<file path="config.mk">
export PLATFORM = sky130hd
export DESIGN_NAME = hsiao_ecc_dec_pipe
export DESIGN_NICKNAME = d
export VERILOG_FILES = /design/src/rtl/hsiao_ecc_dec_pipe.sv
export SDC_FILE = /design/constraint.sdc
export NUM_CORES = 1
export LEC_CHECK = 0
export CAP_MARGIN = 30
export CORE_MARGIN = 5
export CORE_UTILIZATION = 57
export CTS_CLUSTER_SIZE = 10
export DETAILED_ROUTE_END_ITERATION = 10
export GPL_ROUTABILITY_DRIVEN = 0
export GPL_TIMING_DRIVEN = 0
export PLACE_DENSITY = 0.89
export SETUP_SLACK_MARGIN = 0.05
export SLEW_MARGIN = 20
export SYNTH_ARGS = -nofsm -noshare
export SYNTH_HDL_FRONTEND = slang
export SYNTH_SLANG_ARGS = --single-unit
</file>
<file path="constraint.sdc">
create_clock -name clk_i -period 5.1 [get_ports clk_i]
set_input_delay 1.02 -clock clk_i [delete_from_list [all_inputs] [get_ports clk_i]]
set_output_delay 1.02 -clock clk_i [all_outputs]
set_load 0.05 [all_outputs]
</file>
<file path="src/rtl/hsiao_ecc_dec_pipe.sv">
// Hsiao SEC-DED decoder, two-stage pipeline with valid/ready flow control.
// Stage 1 holds the received data and its syndrome. Stage 2 holds the
// corrected data, syndrome and error class, and drives the outputs directly.
// Saturating counters track corrected and uncorrectable words as they leave.

package hsiao_ecc_pkg;

    localparam int MaxData  = 1024;
    localparam int MaxProt  = 16;
    localparam int MaxTotal = MaxData + MaxProt;

    // Column j of H is hsiao_mat_t[j]; only the low prot_width bits are used.
    typedef logic [MaxTotal-1:0][MaxProt-1:0] hsiao_mat_t;

    // Data columns take odd-weight (>= 3) patterns, lowest weight first and
    // ascending value within a weight. Check-bit columns are unit vectors, so
    // every column is odd and distinct: even syndromes are always double errors.
    function automatic hsiao_mat_t hsiao_matrix(input int data_width, input int prot_width);
        hsiao_mat_t mat;
        int         col;
        int         wt;
        logic [31:0] val;
        mat = '0;
        col = 0;
        for (int w = 3; w <= prot_width; w += 2) begin
            for (int v = 1; v < (1 << prot_width); v++) begin
                val = v;
                wt  = $countones(val);
                if (wt == w && col < data_width) begin
                    mat[col] = val[MaxProt-1:0];
                    col++;
                end
            end
        end
        for (int i = 0; i < prot_width; i++) begin
            mat[data_width + i]    = '0;
            mat[data_width + i][i] = 1'b1;
        end
        return mat;
    endfunction

endpackage

module hsiao_ecc_dec_pipe #(
    parameter int DataWidth  = 32,
    parameter int ProtWidth  = $clog2(DataWidth) + 2,
    parameter int TotalWidth = DataWidth + ProtWidth,
    parameter int CntWidth   = 16
) (
    input  logic                  clk_i,
    input  logic                  rst_ni,
    input  logic                  in_valid_i,
    output logic                  in_ready_o,
    input  logic [TotalWidth-1:0] in_i,
    output logic                  out_valid_o,
    input  logic                  out_ready_i,
    output logic [DataWidth-1:0]  out_o,
    output logic [ProtWidth-1:0]  syndrome_o,
    output logic [1:0]            err_o,
    input  logic                  clear_cnt_i,
    output logic [CntWidth-1:0]   corr_cnt_o,
    output logic [CntWidth-1:0]   uncorr_cnt_o
);

    if (ProtWidth < $clog2(DataWidth) + 2) begin : g_prot_too_small
        $error("hsiao_ecc_dec_pipe: ProtWidth too small for DataWidth");
    end
    if (DataWidth > hsiao_ecc_pkg::MaxData || ProtWidth > hsiao_ecc_pkg::MaxProt) begin : g_too_wide
        $error("hsiao_ecc_dec_pipe: width exceeds hsiao_ecc_pkg limits");
    end

    localparam hsiao_ecc_pkg::hsiao_mat_t HMat =
        hsiao_ecc_pkg::hsiao_matrix(DataWidth, ProtWidth);

    // Stage 1 keeps only the data half of the codeword: the check bits are
    // fully represented by the syndrome from here on.
    logic                 s1_valid_q, s1_valid_d;
    logic [DataWidth-1:0] s1_data_q,  s1_data_d;
    logic [ProtWidth-1:0] s1_syn_q,   s1_syn_d;

    logic                 s2_valid_q, s2_valid_d;
    logic [DataWidth-1:0] s2_data_q,  s2_data_d;
    logic [ProtWidth-1:0] s2_syn_q,   s2_syn_d;
    logic [1:0]           s2_err_q,   s2_err_d;

    logic [CntWidth-1:0]  corr_cnt_q,   corr_cnt_d;
    logic [CntWidth-1:0]  uncorr_cnt_q, uncorr_cnt_d;

    logic                 s1_ready;
    logic                 s2_ready;
    logic                 out_hs;
    logic [ProtWidth-1:0] syn_in;
    logic [DataWidth-1:0] flip_mask;
    logic                 chk_hit;
    logic                 any_hit;
    logic [1:0]           err_cls;
    logic [DataWidth-1:0] data_fixed;

    // Ready chain: a stage can load when empty or when it drains this cycle.
    always_comb begin
        s2_ready   = !s2_valid_q || out_ready_i;
        s1_ready   = !s1_valid_q || s2_ready;
        in_ready_o = s1_ready;
        out_hs     = s2_valid_q && out_ready_i;
    end

    // Syndrome of the incoming codeword: each bit is the parity of one H row.
    always_comb begin
        syn_in = '0;
        for (int i = 0; i < ProtWidth; i++) begin
            for (int j = 0; j < TotalWidth; j++) begin
                if (HMat[j][i]) begin
                    syn_in[i] = syn_in[i] ^ in_i[j];
                end
            end
        end
    end

    // Match the stage-1 syndrome against every column and classify the error.
    always_comb begin
        flip_mask = '0;
        chk_hit   = 1'b0;
        for (int j = 0; j < DataWidth; j++) begin
            flip_mask[j] = (s1_syn_q == HMat[j][ProtWidth-1:0]);
        end
        for (int i = 0; i < ProtWidth; i++) begin
            if (s1_syn_q == HMat[DataWidth + i][ProtWidth-1:0]) begin
                chk_hit = 1'b1;
            end
        end
        any_hit = chk_hit || (|flip_mask);
        if (s1_syn_q == '0) begin
            err_cls = 2'b00;
        end else if ((^s1_syn_q) && any_hit) begin
            err_cls = 2'b01;
        end else begin
            // Even weight, or odd weight aliasing no column: not correctable.
            err_cls = 2'b10;
        end
        data_fixed = (err_cls == 2'b01) ? (s1_data_q ^ flip_mask) : s1_data_q;
    end

    // Next-state for both pipeline stages.
    always_comb begin
        s1_valid_d = s1_valid_q;
        s1_data_d  = s1_data_q;
        s1_syn_d   = s1_syn_q;
        if (s1_ready) begin
            s1_valid_d = in_valid_i;
            if (in_valid_i) begin
                s1_data_d = in_i[DataWidth-1:0];
                s1_syn_d  = syn_in;
            end
        end

        s2_valid_d = s2_valid_q;
        s2_data_d  = s2_data_q;
        s2_syn_d   = s2_syn_q;
        s2_err_d   = s2_err_q;
        if (s2_ready) begin
            s2_valid_d = s1_valid_q;
            if (s1_valid_q) begin
                s2_data_d = data_fixed;
                s2_syn_d  = s1_syn_q;
                s2_err_d  = err_cls;
            end
        end
    end

    // Saturating counters, bumped once per output handshake; clear wins.
    always_comb begin
        corr_cnt_d   = corr_cnt_q;
        uncorr_cnt_d = uncorr_cnt_q;
        if (clear_cnt_i) begin
            corr_cnt_d   = '0;
            uncorr_cnt_d = '0;
        end else if (out_hs) begin
            if (s2_err_q[0] && !(&corr_cnt_q)) begin
                corr_cnt_d = corr_cnt_q + CntWidth'(1);
            end
            if (s2_err_q[1] && !(&uncorr_cnt_q)) begin
                uncorr_cnt_d = uncorr_cnt_q + CntWidth'(1);
            end
        end
    end

    // Pipeline and counter registers; reset discards any in-flight words.
    always_ff @(posedge clk_i or negedge rst_ni) begin
        if (!rst_ni) begin
            s1_valid_q   <= 1'b0;
            s1_data_q    <= '0;
            s1_syn_q     <= '0;
            s2_valid_q   <= 1'b0;
            s2_data_q    <= '0;
            s2_syn_q     <= '0;
            s2_err_q     <= '0;
            corr_cnt_q   <= '0;
            uncorr_cnt_q <= '0;
        end else begin
            s1_valid_q   <= s1_valid_d;
            s1_data_q    <= s1_data_d;
            s1_syn_q     <= s1_syn_d;
            s2_valid_q   <= s2_valid_d;
            s2_data_q    <= s2_data_d;
            s2_syn_q     <= s2_syn_d;
            s2_err_q     <= s2_err_d;
            corr_cnt_q   <= corr_cnt_d;
            uncorr_cnt_q <= uncorr_cnt_d;
        end
    end

    assign out_valid_o  = s2_valid_q;
    assign out_o        = s2_data_q;
    assign syndrome_o   = s2_syn_q;
    assign err_o        = s2_err_q;
    assign corr_cnt_o   = corr_cnt_q;
    assign uncorr_cnt_o = uncorr_cnt_q;

endmodule

</file>
# After elaboration in Yosys (flattened, before gate mapping)
# Index checks and enable logic that the tools add are counted.
# W data, S select, Z words.
[totals]
rom_bits = 0
register_bits = 114
mem_count = 0
latch_bits = 0
output_inout_bits = 75
ramBits = 0
[op_classes]
magnitude_cmp = 0
n_mul = 0
n_bitwise = 96
eq_ne = 40
n_mux = 16
div_mod_pow = 0
n_addsub = 2
reduce_logical = 23
shift = 0
[ops]
columns = ["cell", "count"]
rows = [
  ["$mux W16", 6],
  ["$xor A1 B1 Y1", 95],
  ["$eq A7 B7 Y1 const B", 13],
  ["$eq A7 B6 Y1 const B", 11],
  ["$eq A7 B5 Y1 const B", 7],
  ["$add A16 B1 Y16 const B", 2],
  ["$mux W32", 1],
  ["$reduce_and A16 Y1", 2],
  ["$reduce_or A32 Y1", 1],
  ["$xor A32 B32 Y32", 1],
  ["$eq A7 B4 Y1 const B", 4],
  ["$eq A7 B3 Y1 const B", 2],
  ["$reduce_and A2 Y1", 4],
  ["$eq A7 B1 Y1 const B", 1],
  ["$eq A7 B2 Y1 const B", 1],
  ["$logic_not A7 Y1", 1],
  ["$mux W1", 7],
  ["$reduce_xor A7 Y1", 1],
  ["$reduce_bool A2 Y1", 3],
  ["$logic_and A1 B1 Y1", 4],
  ["$logic_not A1 Y1", 4],
  ["$mux W2", 2],
  ["$logic_or A1 B1 Y1", 3],
  ["$eq A2 B1 Y1 const B", 1],
]

# Logic depth before layout (Yosys ltp)
[depth]
ltp_word = 15
mapped_depth = 9
mapped_depth_nobuf = 7

# Worst setup path after synthesis
# OpenSTA, ideal clock, no wires.
[synth_path]
kind = "input-to-reg"
from = "in out_ready_i"
to = "reg s1_data_q[10]"
n_path_buf = 1
arrival_time_ps = 2562
stages = 4
setup_slack_ps = 2413
setup_ps = 125
path_cell_list = "nand3b_1 -> nand2_1 -> buf_2 -> mux2_2"
[synth_via]
elab_chain_len = 3
[synth_lines]
columns = ["item", "line", "text"]
rows = [
  ["start, declared", "56", "input logic out_ready_i,"],
  ["$logic_or A1 B1 Y1", "101", "s2_ready = !s2_valid_q || out_ready_i;"],
  ["$logic_or A1 B1 Y1", "102", "s1_ready = !s1_valid_q || s2_ready;"],
  ["$reduce_and A2 Y1 (no source line)", "-", ""],
  ["end signal, assigned", "201", "s1_data_q <= s1_data_d;"],
  ["end, declared", "78", "logic [DataWidth-1:0] s1_data_q, s1_data_d;"],
]
# Every way passes these cells.
# A chain may end at the register's enable or synchronous reset.

# Worst setup path after layout
[layout_path]
from = "in out_ready_i"
to = "out in_ready_o"
[layout_via]
elab_chain_len = 2
[layout_lines]
columns = ["item", "line", "text"]
rows = [
  ["$logic_or A1 B1 Y1", "101", ""],
  ["$logic_or A1 B1 Y1", "102", ""],
  ["end, declared", "53", "output logic in_ready_o,"],
]
# Every way passes these cells.

==> impl_metrics.csv <==
group,metric,value,unit
status,status,"finished clean",
placement,hpwl,13.1,mm
cts,cts_tree,"yes",
critical_path,arrival,2.60,ns
power,cellLeakagePower,3.40,nW
timing,tightest_slew,0.580,ns
worst_hold_path,hold_class,"reg2reg",
cells_and_area,layout_common_cells,"clkdlybuf4s50_1 (116), dfrtp_1 (114), xnor2_1 (68)",
cells_and_area,final_common_cell,"clkdlybuf4s50_1",
worst_hold_path,hold-path-endpoint,"out_o[0]",
timing,slew_headroom,0.613,
cts,clkSinkCount,114,
run,maxCapViolCount,0,
die,die_y,117,µm
cts,cts_setup_buffers,0,
routing,dr.pass1.iters,6,
critical_path,worstSetupStartpointType,"input port",
timing,setup_viol,0,
critical_path,cp_max_fo,4,
grt,grt_max_degree,82,
placement,pre_cts_ws,1.50,ns
die,initial_core_util,0.578,
critical_path,reg2regPathDepth,8,
die,die_w,117,µm
routing,wl_per_cell,19.4,µm
timing,finalCritPeriodShare,0.710,
timing,rsz0062_at_grt,"false",
timing,timing.final.ws_setup,1.48,ns
worst_hold_path,hold_path_depth,2,
grt,grt_pass1_wl,29.9,mm
logic_synthesis,synth_ff_type,"dfrtp_1",
cts,cts_resized,0,
routing,vias_per_cell,6.14,
placement,postPlaceCellArea,0.00796,mm²
logic_synthesis,syn_area,0.00658,mm²
timing,fin_hold_ws,0.481,ns
logic_synthesis,yosys_register_bits,114,
critical_path,crit_type,"in2out",
cts,clkTransAtPathRegs,0.05,ns
logic_synthesis,synth_cell_types,69,
cells_and_area,area_delta_synth_final,30.0,%
cts,cts_buffers,17,
routing,totalWireLength,18.0,mm
placement,port_buffers,117,
grt,grt.overflow.total,0,
logic_synthesis,synth_edf_count,0,
power,finalPower,0.00439,W
cells_and_area,drive_above_1_share,0.133,
critical_path,rrSetupSlack,2.81,ns
cells_and_area,fin_nets,833,
die,dieArea,0.0138,mm²
logic_synthesis,synthCells,638,
grt,grt_pass1_vias,5824,
die,core.rowCount,39,
logic_synthesis,async_flop_share,1.00,
power,power.density,513,mW/mm²
cts,cts.hold.buffers_added,0,
timing,fin_crit,3.62,ns
critical_path,cp.required,4.08,ns
routing,drt_first_iter_violations,647,
routing,ant_nets,0,
cells_and_area,num_antenna_cells,0,
critical_path,endpoint_kind,"output port",
routing,drc,0,
cts,clock_latency,0.41,ns
cts,htreeDepth,4,
routing,dr_total_vias,5719,
critical_path,crit-reg2reg-launch,"s1_syn_q[3]",
critical_path,regToRegEndpoint,"err_o[1]",
timing,hold_violations,0,
grt,antenna_found_initial,0,
worst_hold_path,min_from,"out_o[0]",
power,ir_worst_vdd,297,µV
timing,skew,0.00781,ns
timing,timing.fmax,0.276,GHz
die,ios,119,
logic_synthesis,syn_nets,696,
grt,grt_use_total,0.263,
logic_synthesis,syn_area_per_cell,10.3,µm²
cells_and_area,fin_area,0.00855,mm²
timing,finalMaxSlewViolations,0,
cts,cts_buffer_depth,2,
cts,clock-root-buffer,"clkbuf_16",
logic_synthesis,yosys_warnings,0,
die,coreArea,0.0114,mm²
logic_synthesis,yosysSeqAreaShare,0.434,
## power breakdown
part | switching (W) | internal, W
Sequential | 0.000135 | 0.00107
Combinational | 0.00132 | 0.000670
Clock | 0.000409 | 0.000787
Total | 0.00186 | 0.00253
## cells in the mapped netlist, types with 2 or more instances
| cell type | instances | area [µm²] |
|---|---|---|
| a211oi_1 | 2 | 15.0 |
| a21oi_1 | 12 | 60.1 |
| a221oi_1 | 2 | 17.5 |
| a22oi_1 | 5 | 37.5 |
| and2_1 | 16 | 100 |
| and3_1 | 3 | 18.8 |
| and4_4 | 3 | 33.8 |
| buf_2 | 11 | 55.1 |
| buf_4 | 2 | 15.0 |
| clkbuf_1 | 19 | 71.3 |
| dfrtp_1 | 114 | 2850 |
| ha_1 | 14 | 175 |
| inv_1 | 12 | 45.0 |
| mux2_2 | 33 | 372 |
| mux2i_1 | 3 | 30.0 |
| nand2_1 | 63 | 236 |
| nand2b_1 | 7 | 43.8 |
| nand3_1 | 13 | 65.1 |
| nand3_2 | 2 | 20.0 |
| nand4_1 | 34 | 213 |
| nor2_1 | 28 | 105 |
| nor3_1 | 3 | 15.0 |
| o2111ai_4 | 2 | 52.6 |
| o21ai_0 | 23 | 115 |
| o21ai_1 | 36 | 180 |
| o22ai_1 | 2 | 12.5 |
| o31ai_1 | 4 | 30.0 |
| or3_1 | 8 | 50.1 |
| or4_1 | 2 | 15.0 |
| xnor2_1 | 68 | 596 |
| xnor2_2 | 2 | 32.5 |
| xnor3_1 | 3 | 67.6 |
| xor2_1 | 51 | 447 |
## cell type report
class,count,area [µm²]
multi-input cells,478,3530
flip-flops and latches,114,2850
fillers,722,2820
repair buffers,118,1200
clock buffers,21,460
well taps,143,179
plain buffers,33,145
clock inverters,11,135
inverters,13,48.8
## critical path, cell delays in order
cell and delay, ns:
clkdlybuf4s50_1 0.55, nand3b_1 0.20, clkdlybuf4s50_1 0.83
## layer usage
layer	global-route usage	wire length, µm	vias to the layer above
met2	0.426	8670	353
met4	0.117	629	0
met5	0	0	-
li1	-	-	2496
met3	0.0693	1470	77
met1	0.331	7250	2793
## logic make-up (layout without fill, tap and decap cells)
group	after synthesis	count (layout)	share of synthesized area
adder cells (fa/ha/maj)	14	14	0.0266
AND/OR/NAND/NOR	198	198	0.166
flip-flops	114	114	0.434
AO/OA/AOI/OAI	105	105	0.107
buffers and inverters	46	196	0.0295
XOR/XNOR	124	124	0.174
multiplexers	37	37	0.0634
## how the worst max path moves through the flow
stage | from | to | slack [ns] | cells after the start
floorplan | out_ready_i | s1_data_q[10] | 2.41 | 4
global placement | rst_ni | s1_data_q[13] | -1.09 | 1
detailed placement | out_ready_i | in_ready_o | 1.50 | 3
CTS | out_ready_i | in_ready_o | 1.49 | 3
global route | out_ready_i | in_ready_o | 1.42 | 3
finish | out_ready_i | in_ready_o | 1.48 | 3
## sequential cells by signal (all words and copies together) (netlist names)
name	flops
out_o	32
s1_data_q	32
corr_cnt_o	16
uncorr_cnt_o	16
s1_syn_q	7
syndrome_o	7
err_o	2
out_valid_o	1
s1_valid_q	1
## stage by stage
stage / utilization / instances / setup TNS [ns]
after floorplan: - / 638 / 0
after global placement: 0.697 / 898 / -122.86
after detailed placement: 0.700 / 899 / 0
after CTS: 0.752 / 931 / 0
after global routing: 0.752 / 931 / 0
final: 0.752 / 931 / 0
No activity file was read; power rests on OpenSTA's default activity.
